===== config.mk =====
export PLATFORM = sky130hd
export DESIGN_NAME = galaxian_load_ctrl
export DESIGN_NICKNAME = d
export VERILOG_FILES = /design/src/rtl/galaxian_load_ctrl.sv
export SDC_FILE = /design/constraint.sdc
export NUM_CORES = 1
export LEC_CHECK = 0
export ABC_AREA = 0
export BUFFER_PORTS_ARGS = -buffer_cell sky130_fd_sc_hd__buf_4
export CAP_MARGIN = 20
export CORE_AREA = 5 5 119 121
export DETAILED_ROUTE_END_ITERATION = 12
export DIE_AREA = 0 0 124 126
export SLEW_MARGIN = 10
export SYNTH_ARGS = -nofsm -noshare
export SYNTH_HDL_FRONTEND = slang
export SYNTH_SLANG_ARGS = --single-unit

===== constraint.sdc =====
create_clock -name clk_sys -period 2.4 [get_ports clk_sys]
set_input_delay 0.36 -clock clk_sys [delete_from_list [all_inputs] [get_ports clk_sys]]
set_output_delay 0.36 -clock clk_sys [all_outputs]
set_load 0.02 [all_outputs]

===== src/rtl/galaxian_load_ctrl.sv =====
// Download/config sequencer for the Galaxian core: routes the HPS ioctl stream to
// ROM, mod and DIP targets and holds the core in reset until loading has settled.
module galaxian_load_ctrl #(
   parameter int ROM_AW        = 16,
   parameter int DIP_BYTES     = 8,
   parameter int NUM_MODS      = 18,
   parameter int SETTLE_CYCLES = 16
) (
   input  logic                   clk_sys,
   input  logic                   reset_n,
   input  logic                   ioctl_download,
   input  logic                   ioctl_wr,
   input  logic [7:0]             ioctl_index,
   input  logic [24:0]            ioctl_addr,
   input  logic [7:0]             ioctl_dout,
   input  logic                   ext_reset,
   output logic                   rom_wr,
   output logic [ROM_AW-1:0]      rom_addr,
   output logic [7:0]             rom_data,
   output logic [NUM_MODS-1:0]    mod_onehot,
   output logic                   mod_bad,
   output logic [8*DIP_BYTES-1:0] dip_flat,
   output logic                   core_reset,
   output logic                   loaded,
   output logic                   rom_ovf
);

   localparam int CW = $clog2(SETTLE_CYCLES + 1);

   typedef enum logic [1:0] {BOOT, LOAD, SETTLE, RUN} state_t;

   state_t        state;
   logic [CW-1:0] cnt;
   logic [7:0]    mod_reg;
   logic          acc;
   logic [31:0]   addr32;

   assign acc    = ioctl_wr & ioctl_download;
   assign addr32 = {7'd0, ioctl_addr};

   always_ff @(posedge clk_sys or negedge reset_n) begin
      if (!reset_n) begin
         state      <= BOOT;
         cnt        <= '0;
         core_reset <= 1'b1;
         loaded     <= 1'b0;
      end else begin
         case (state)
            BOOT: if (ioctl_download) state <= LOAD;
            LOAD: if (!ioctl_download) begin
               // The cycle that sees the fall already counts as the first settle cycle.
               if (SETTLE_CYCLES == 1) begin
                  state      <= RUN;
                  core_reset <= 1'b0;
                  loaded     <= 1'b1;
               end else begin
                  state <= SETTLE;
                  cnt   <= CW'(SETTLE_CYCLES - 2);
               end
            end
            SETTLE: begin
               if (ioctl_download)      state <= LOAD;
               else if (ext_reset)      cnt   <= CW'(SETTLE_CYCLES - 1);
               else if (cnt == '0) begin
                  state      <= RUN;
                  core_reset <= 1'b0;
                  loaded     <= 1'b1;
               end else                 cnt   <= cnt - 1'b1;
            end
            RUN: begin
               if (ioctl_download) begin
                  state      <= LOAD;
                  core_reset <= 1'b1;
                  loaded     <= 1'b0;
               end else if (ext_reset) begin
                  state      <= SETTLE;
                  cnt        <= CW'(SETTLE_CYCLES - 1);
                  core_reset <= 1'b1;
                  loaded     <= 1'b0;
               end
            end
            default: state <= BOOT;
         endcase
      end
   end

   always_ff @(posedge clk_sys or negedge reset_n) begin
      if (!reset_n) begin
         rom_wr   <= 1'b0;
         rom_addr <= '0;
         rom_data <= '0;
         rom_ovf  <= 1'b0;
      end else begin
         rom_wr <= 1'b0;
         if (acc && ioctl_index == 8'd0) begin
            if (addr32 < (32'd1 << ROM_AW)) begin
               rom_wr   <= 1'b1;
               rom_addr <= ioctl_addr[ROM_AW-1:0];
               rom_data <= ioctl_dout;
            end else begin
               rom_ovf <= 1'b1;
            end
         end
      end
   end

   // Decode is a second register stage so the mod byte path stays shallow.
   always_ff @(posedge clk_sys or negedge reset_n) begin
      if (!reset_n) begin
         mod_reg    <= '0;
         mod_onehot <= NUM_MODS'(1);
         mod_bad    <= 1'b0;
      end else begin
         if (acc && ioctl_index == 8'd1) mod_reg <= ioctl_dout;
         for (int i = 0; i < NUM_MODS; i++)
            mod_onehot[i] <= ({24'd0, mod_reg} == 32'(i));
         mod_bad <= ({24'd0, mod_reg} >= 32'(NUM_MODS));
      end
   end

   always_ff @(posedge clk_sys or negedge reset_n) begin
      if (!reset_n) begin
         dip_flat <= '1;
      end else if (acc && ioctl_index == 8'd254) begin
         for (int k = 0; k < DIP_BYTES; k++)
            if (addr32 == 32'(k)) dip_flat[8*k +: 8] <= ioctl_dout;
      end
   end

endmodule


# Word level (Yosys, flattened, before mapping)
# Cells that the tools add are included.
classes:
  addsub: 1
  magnitude_cmp: 2
  eq_ne: 40
  muxes: 29
  n_bitwise: 2
  n_reduce_logical: 23
ops:
  columns: ["cell", "n"]
  rows:
  - ["$eq 25x3->1 const B", 4]
  - ["$eq 8x4->1 const B", 8]
  - ["$eq 25x2->1 const B", 2]
  - ["$eq 8x3->1 const B", 4]
  - ["$logic_not 32->1", 1]
  - ["$mux 5", 6]
  - ["$eq 25x1->1 const B", 1]
  - ["$lt 25x17->1 const B", 1]
  - ["$reduce_and 2->1", 10]
  - ["$eq 8x1->1 const B", 2]
  - ["$eq 8x2->1 const B", 2]
  - ["$eq 8x5->1 const B", 2]
  - ["$logic_not 8->1", 2]
  - ["$pmux 5 s3", 1]
  - ["$mux 2", 7]
  - ["$ne 2x2->1 const B", 7]
  - ["$mux 1", 12]
  - ["$ne 3x3->1 const B", 4]
  - ["$reduce_and 5->1", 2]
  - ["$eq 8x8->1 const B", 1]
  - ["$ge 8x5->1 const B", 1]
  - ["$pmux 2 s4", 1]
  - ["$reduce_and 6->1", 1]
  - ["$logic_not 5->1", 1]
  - ["other kinds (10)", 14]
word_totals:
  register_bits: 126
  inputBits: 46
  wordCells: 116

# Depth between registers and ports, before layout
depth:
  ltp_word: 5
  mapped_depth: 6
  ltp_nobuf: 6

# Worst setup path before layout
# OpenSTA, ideal clock, no wires.
synth_path:
  kind: "input -> register"
  startpoint: "input ioctl_addr[4]"
  endpoint: "register dip_flat[0]"
  setup_time_ns: 0.082
  arrival_time_ns: 2.134
  required_time_ns: 2.318
  slack_ns: 0.184
  cell_stages: 4
  cell_sequence: "or4b_2 -> nor4_4 -> nand4b_2 -> mux2_2"
synth_via:
  elab_chain_len: 2
synth_rtl:
  columns: ["item", "line_no", "rtl"]
  rows:
  - ["from (decl)", "14", "input logic [24:0] ioctl_addr,"]
  - ["$logic_not 32->1", "126", "if (addr32 == 32'(k)) dip_flat[8*k +: 8] <= ioctl_dout;"]
  - ["$reduce_and 2->1 (no line)", null, null]
  - ["to (signal, indexed assignment)", "126", null]
  - ["to (decl)", "22", "output logic [8*DIP_BYTES-1:0] dip_flat,"]
# No other way between the ends.
# A chain may end at the register's enable or synchronous reset.

# Worst setup path after layout
layout_path:
  startpoint: "register cnt[0]"
  endpoint: "register cnt[1]"
layout_via:
  elab_chain_len: 5
  word_cells_on_any_way: 8
  classes_between: "add/sub: 1; eq/ne: 1; mux: 4; reduce/logical: 2"
layout_rtl:
  columns: ["item", "line_no", "rtl"]
  rows:
  - ["from (decl)", "33", "logic [CW-1:0] cnt;"]
  - ["from (signal assigned)", "58", "cnt <= CW'(SETTLE_CYCLES - 2);"]
  - ["from (signal assigned)", "63", "else if (ext_reset) cnt <= CW'(SETTLE_CYCLES - 1);"]
  - ["from (signal assigned)", "68", "end else cnt <= cnt - 1'b1;"]
  - ["$sub 5x1->5", "68", null]
  - ["$mux 5", "64", "else if (cnt == '0) begin"]
  - ["$mux 5", "63", null]
  - ["$mux 5", "62", "if (ioctl_download) state <= LOAD;"]
  - ["$pmux 5 s3", "48", "case (state)"]
# Several ways; a longest one is shown, not always the timed one. The select of a mux whose other input is x is not followed.

==> flow_summary.ini <==
[clock_tree]
cts_tree = done
cts_setup_buffers = 0
cts.sinks = 126
cts_resized = 0
clkTransAtPathRegs_ps = 50
cts_buffer_depth = 2
cts_hold_buf = 1
insertion_delay_ps = 410
htree_levels = 4
cts_buffers = 17
cts-root-buf = clkbuf_16

[timing]
skew_ps = 5.63
rsz0062_at_grt = false
hold_viol = 0
relSlewSlack = 0.551
hold_ws_ps = 185
tightest_slew_ps = 668
finalSetupViolations = 0
max_freq_mhz = 512
period_share = 0.813
fin_crit_ps = 1950
maxSlewViolCount = 0
setup-tns-final_ps = 0

[global_route]
grt_antenna_before_repair = 0
grt_pass1_vias = 3703
track_usage = 0.169
grt_max_degree = 70
grt_pass1_wl_mm = 19.9
grt-ovfl-total = 0

[finish]
largestRegisters = dip_flat x64, mod_onehot x18, rom_addr x16
fill_cells = 1106
fin_nets = 564
regArea_um2 = 3240
fin_cells = 705
layout-drive-gt1-share = 0.707
antenna_cells = 0
syn2layout_area_growth_pct = 41.5
largest_reg_flops = 64
multi_input_area_um2 = 1740
regMostFlops = dip_flat

[setup_path]
arrival_ps = 2240
critPathLaunchType = register
crit_chain = inv_1, ha_1, nor4b_1, o21ai_0, nand2_1, mux2_2
slowest_delay_ps = 470
crit_start = cnt[0]
cp_num_buf_inv = 1
crit_fanout = 3
critPathTopFamily = simple AND/OR/NAND/NOR gates
critical_path_required_ps = 2690
r2r_start = cnt[0]
critical_path_class = reg -> reg
critPathCaptureType = register
crit_slowest_cell = nor4b_1

[placed_design]
io_buffers = 156
detailed_place_hpwl_mm = 9.05
gp_congestion = 0.721
dpl.cell_count = 672

[power]
p_comb_frac = 0.056
p_seq_frac = 0.435
vdd.ir_drop.worst_uv = 472
p_total_mw = 5.06
internal-power_mw = 3.95
leakagePower_nw = 3.65
power_density_nw_per_um2 = 706
swShare = 0.219
p_clk_frac = 0.508
power_switching_mw = 1.11

[yosys]
syn_area_um2 = 5060
synthSimpleGateAreaFrac = 0.101
synth_top_family_by_area = multiplexers
synth_edf_count = 0
yosysWarnings = 0
syn_avg_cell_area_um2 = 14.7
synth-compound-area-share = 0.0151
synthesis.nets = 391
syn_inst = 343
synth.distinct_cells = 35
synth_xor_area_frac = 0
ys_async_sr_fraction = 1.00
yosysSeqAreaShare = 0.640
ys_dominant_reg_cell = dfstp_2
synthAdderAreaFrac = 0.00495
ys_ff_latch = 126
muxShareOfSynthArea = 0.222

[route]
vias = 3418
antenna_left = 0
post_drt_wl_per_cell_um = 18.0
drcViolationCount = 0
wirelength_mm = 12.7
drt-pass1-iter-count = 4
drtIter0Drc = 137
avgViaCountPerCell = 4.85

[floorplanning]
die_h_um = 126
core_um2 = 13000
die_area_um2 = 15600
boundaryPins = 157
rows = 42
start_util = 0.390
die_w_um = 124

[run]
drv_cap = 0

[min_path]
min_from = ext_reset
hp-class = in -> reg

[run_status]
outcome = finished, final reports clean
-- power by group through the flow --
stage / clock network [mW] / registers (mW) / logic (mW)
2_1_floorplan: 0 / 2.25 / 0.0888
3_3_place_gp: 0 / 2.23 / 0.283
3_5_place_dp: 0 / 2.23 / 0.292
4_1_cts: 2.62 / 2.20 / 0.295
5_1_grt: 2.73 / 2.21 / 0.317
6_report: 2.57 / 2.20 / 0.286
-- synthesized netlist by cell type, types with 2 or more instances --
cell | instances | area share
nand3b_1 | 3 | 0.0045
and4_1 | 2 | 0.0035
nand4b_1 | 2 | 0.0035
buf_1 | 9 | 0.0067
mux2_2 | 97 | 0.22
nand4b_2 | 4 | 0.012
nor4b_1 | 2 | 0.0035
mux2i_1 | 3 | 0.0059
dfrtp_1 | 60 | 0.30
o21ai_0 | 2 | 0.0020
nand3_1 | 4 | 0.0040
ha_1 | 2 | 0.0049
clkbuf_1 | 4 | 0.0030
or4_1 | 4 | 0.0059
nand2b_1 | 3 | 0.0037
o22ai_1 | 2 | 0.0025
dfstp_2 | 66 | 0.34
nor2_1 | 20 | 0.015
nand2_1 | 12 | 0.0089
nor4_1 | 5 | 0.0062
inv_1 | 6 | 0.0045
buf_2 | 3 | 0.0030
nor3_1 | 9 | 0.0089
a31oi_1 | 3 | 0.0037
o31ai_1 | 2 | 0.0030
or3_1 | 2 | 0.0025
nand4_2 | 4 | 0.0099
-- cell families after synthesis --
logic type / after synthesis
AO/OA/AOI/OAI: 12
multiplexers: 100
AND/OR/NAND/NOR: 81
adder cells (fa/ha/maj): 2
flip-flops: 126
buffers and inverters: 22
-- metal layers --
layer	wire [µm]	part of all wire	global-route usage	vias to the layer above
met2	5950	0.47	0.258	122
met4	211	0.017	0.0593	0
met1	5330	0.42	0.214	1700
met5	0	0	0	-
met3	1170	0.093	0.0740	19
li1	-	-	-	1577
-- placed cells by master (no fill, tap or decap), drive strengths merged --
cell / count
nand3b: 3
or2: 1
a21o: 1
nand3: 4
a211oi: 1
or3: 2
mux2: 97
clkinv: 5
clkinvlp: 1
clkbuf: 24
nor3: 9
o22ai: 2
and4: 2
inv: 7
a21oi: 1
or4: 4
mux2i: 3
nand2: 12
ha: 2
dfstp: 66
dfrtp: 60
or4b: 1
bufinv: 1
nand4b: 6
dlygate4sd3: 1
nor2: 20
nand4: 5
buf: 169
nor4b: 2
a31oi: 3
nor4: 6
o21ai: 2
nor2b: 1
nand2b: 3
o31ai: 2
-- final timing paths --
kind	slack [ps]	to	cells past startpoint
max in group asynchronous	1220	core_reset	3
worst max register to register	450	cnt[1]	6
worst min register to register	460	rom_ovf	1
min in group asynchronous	430	mod_onehot[12]	2
worst min-delay path	180	loaded	2
worst max-delay path	450	cnt[1]	6
-- metrics by stage --
| stage | area [µm²] | utilization | setup slack (ps) |
|---|---|---|---|
| after floorplan | 5060 | - | 184 |
| after global placement | 6540 | 0.504 | 40.2 |
| after detailed placement | 6540 | 0.504 | 27.4 |
| after CTS | 7160 | 0.551 | 444 |
| after global routing | 7160 | 0.551 | 146 |
| final | 7160 | 0.551 | 449 |
-- cell type report --
type                    instances  area share
clock buffers                  24      0.0748
clock inverters                 8      0.0101
well taps                     176      0.0308
repair buffers                170       0.186
inverters                       6     0.00315
flip-flops and latches        126       0.452
multi-input cells             195       0.243
-- worst register-to-register path, cell delays in order, from the launching register on --
cell	delay, ps
dfrtp_1	390
inv_1	100
ha_1	170
nor4b_1	470
o21ai_0	200
nand2_1	160
mux2_2	340
Note: power is estimated with default switching activity, not from simulation.
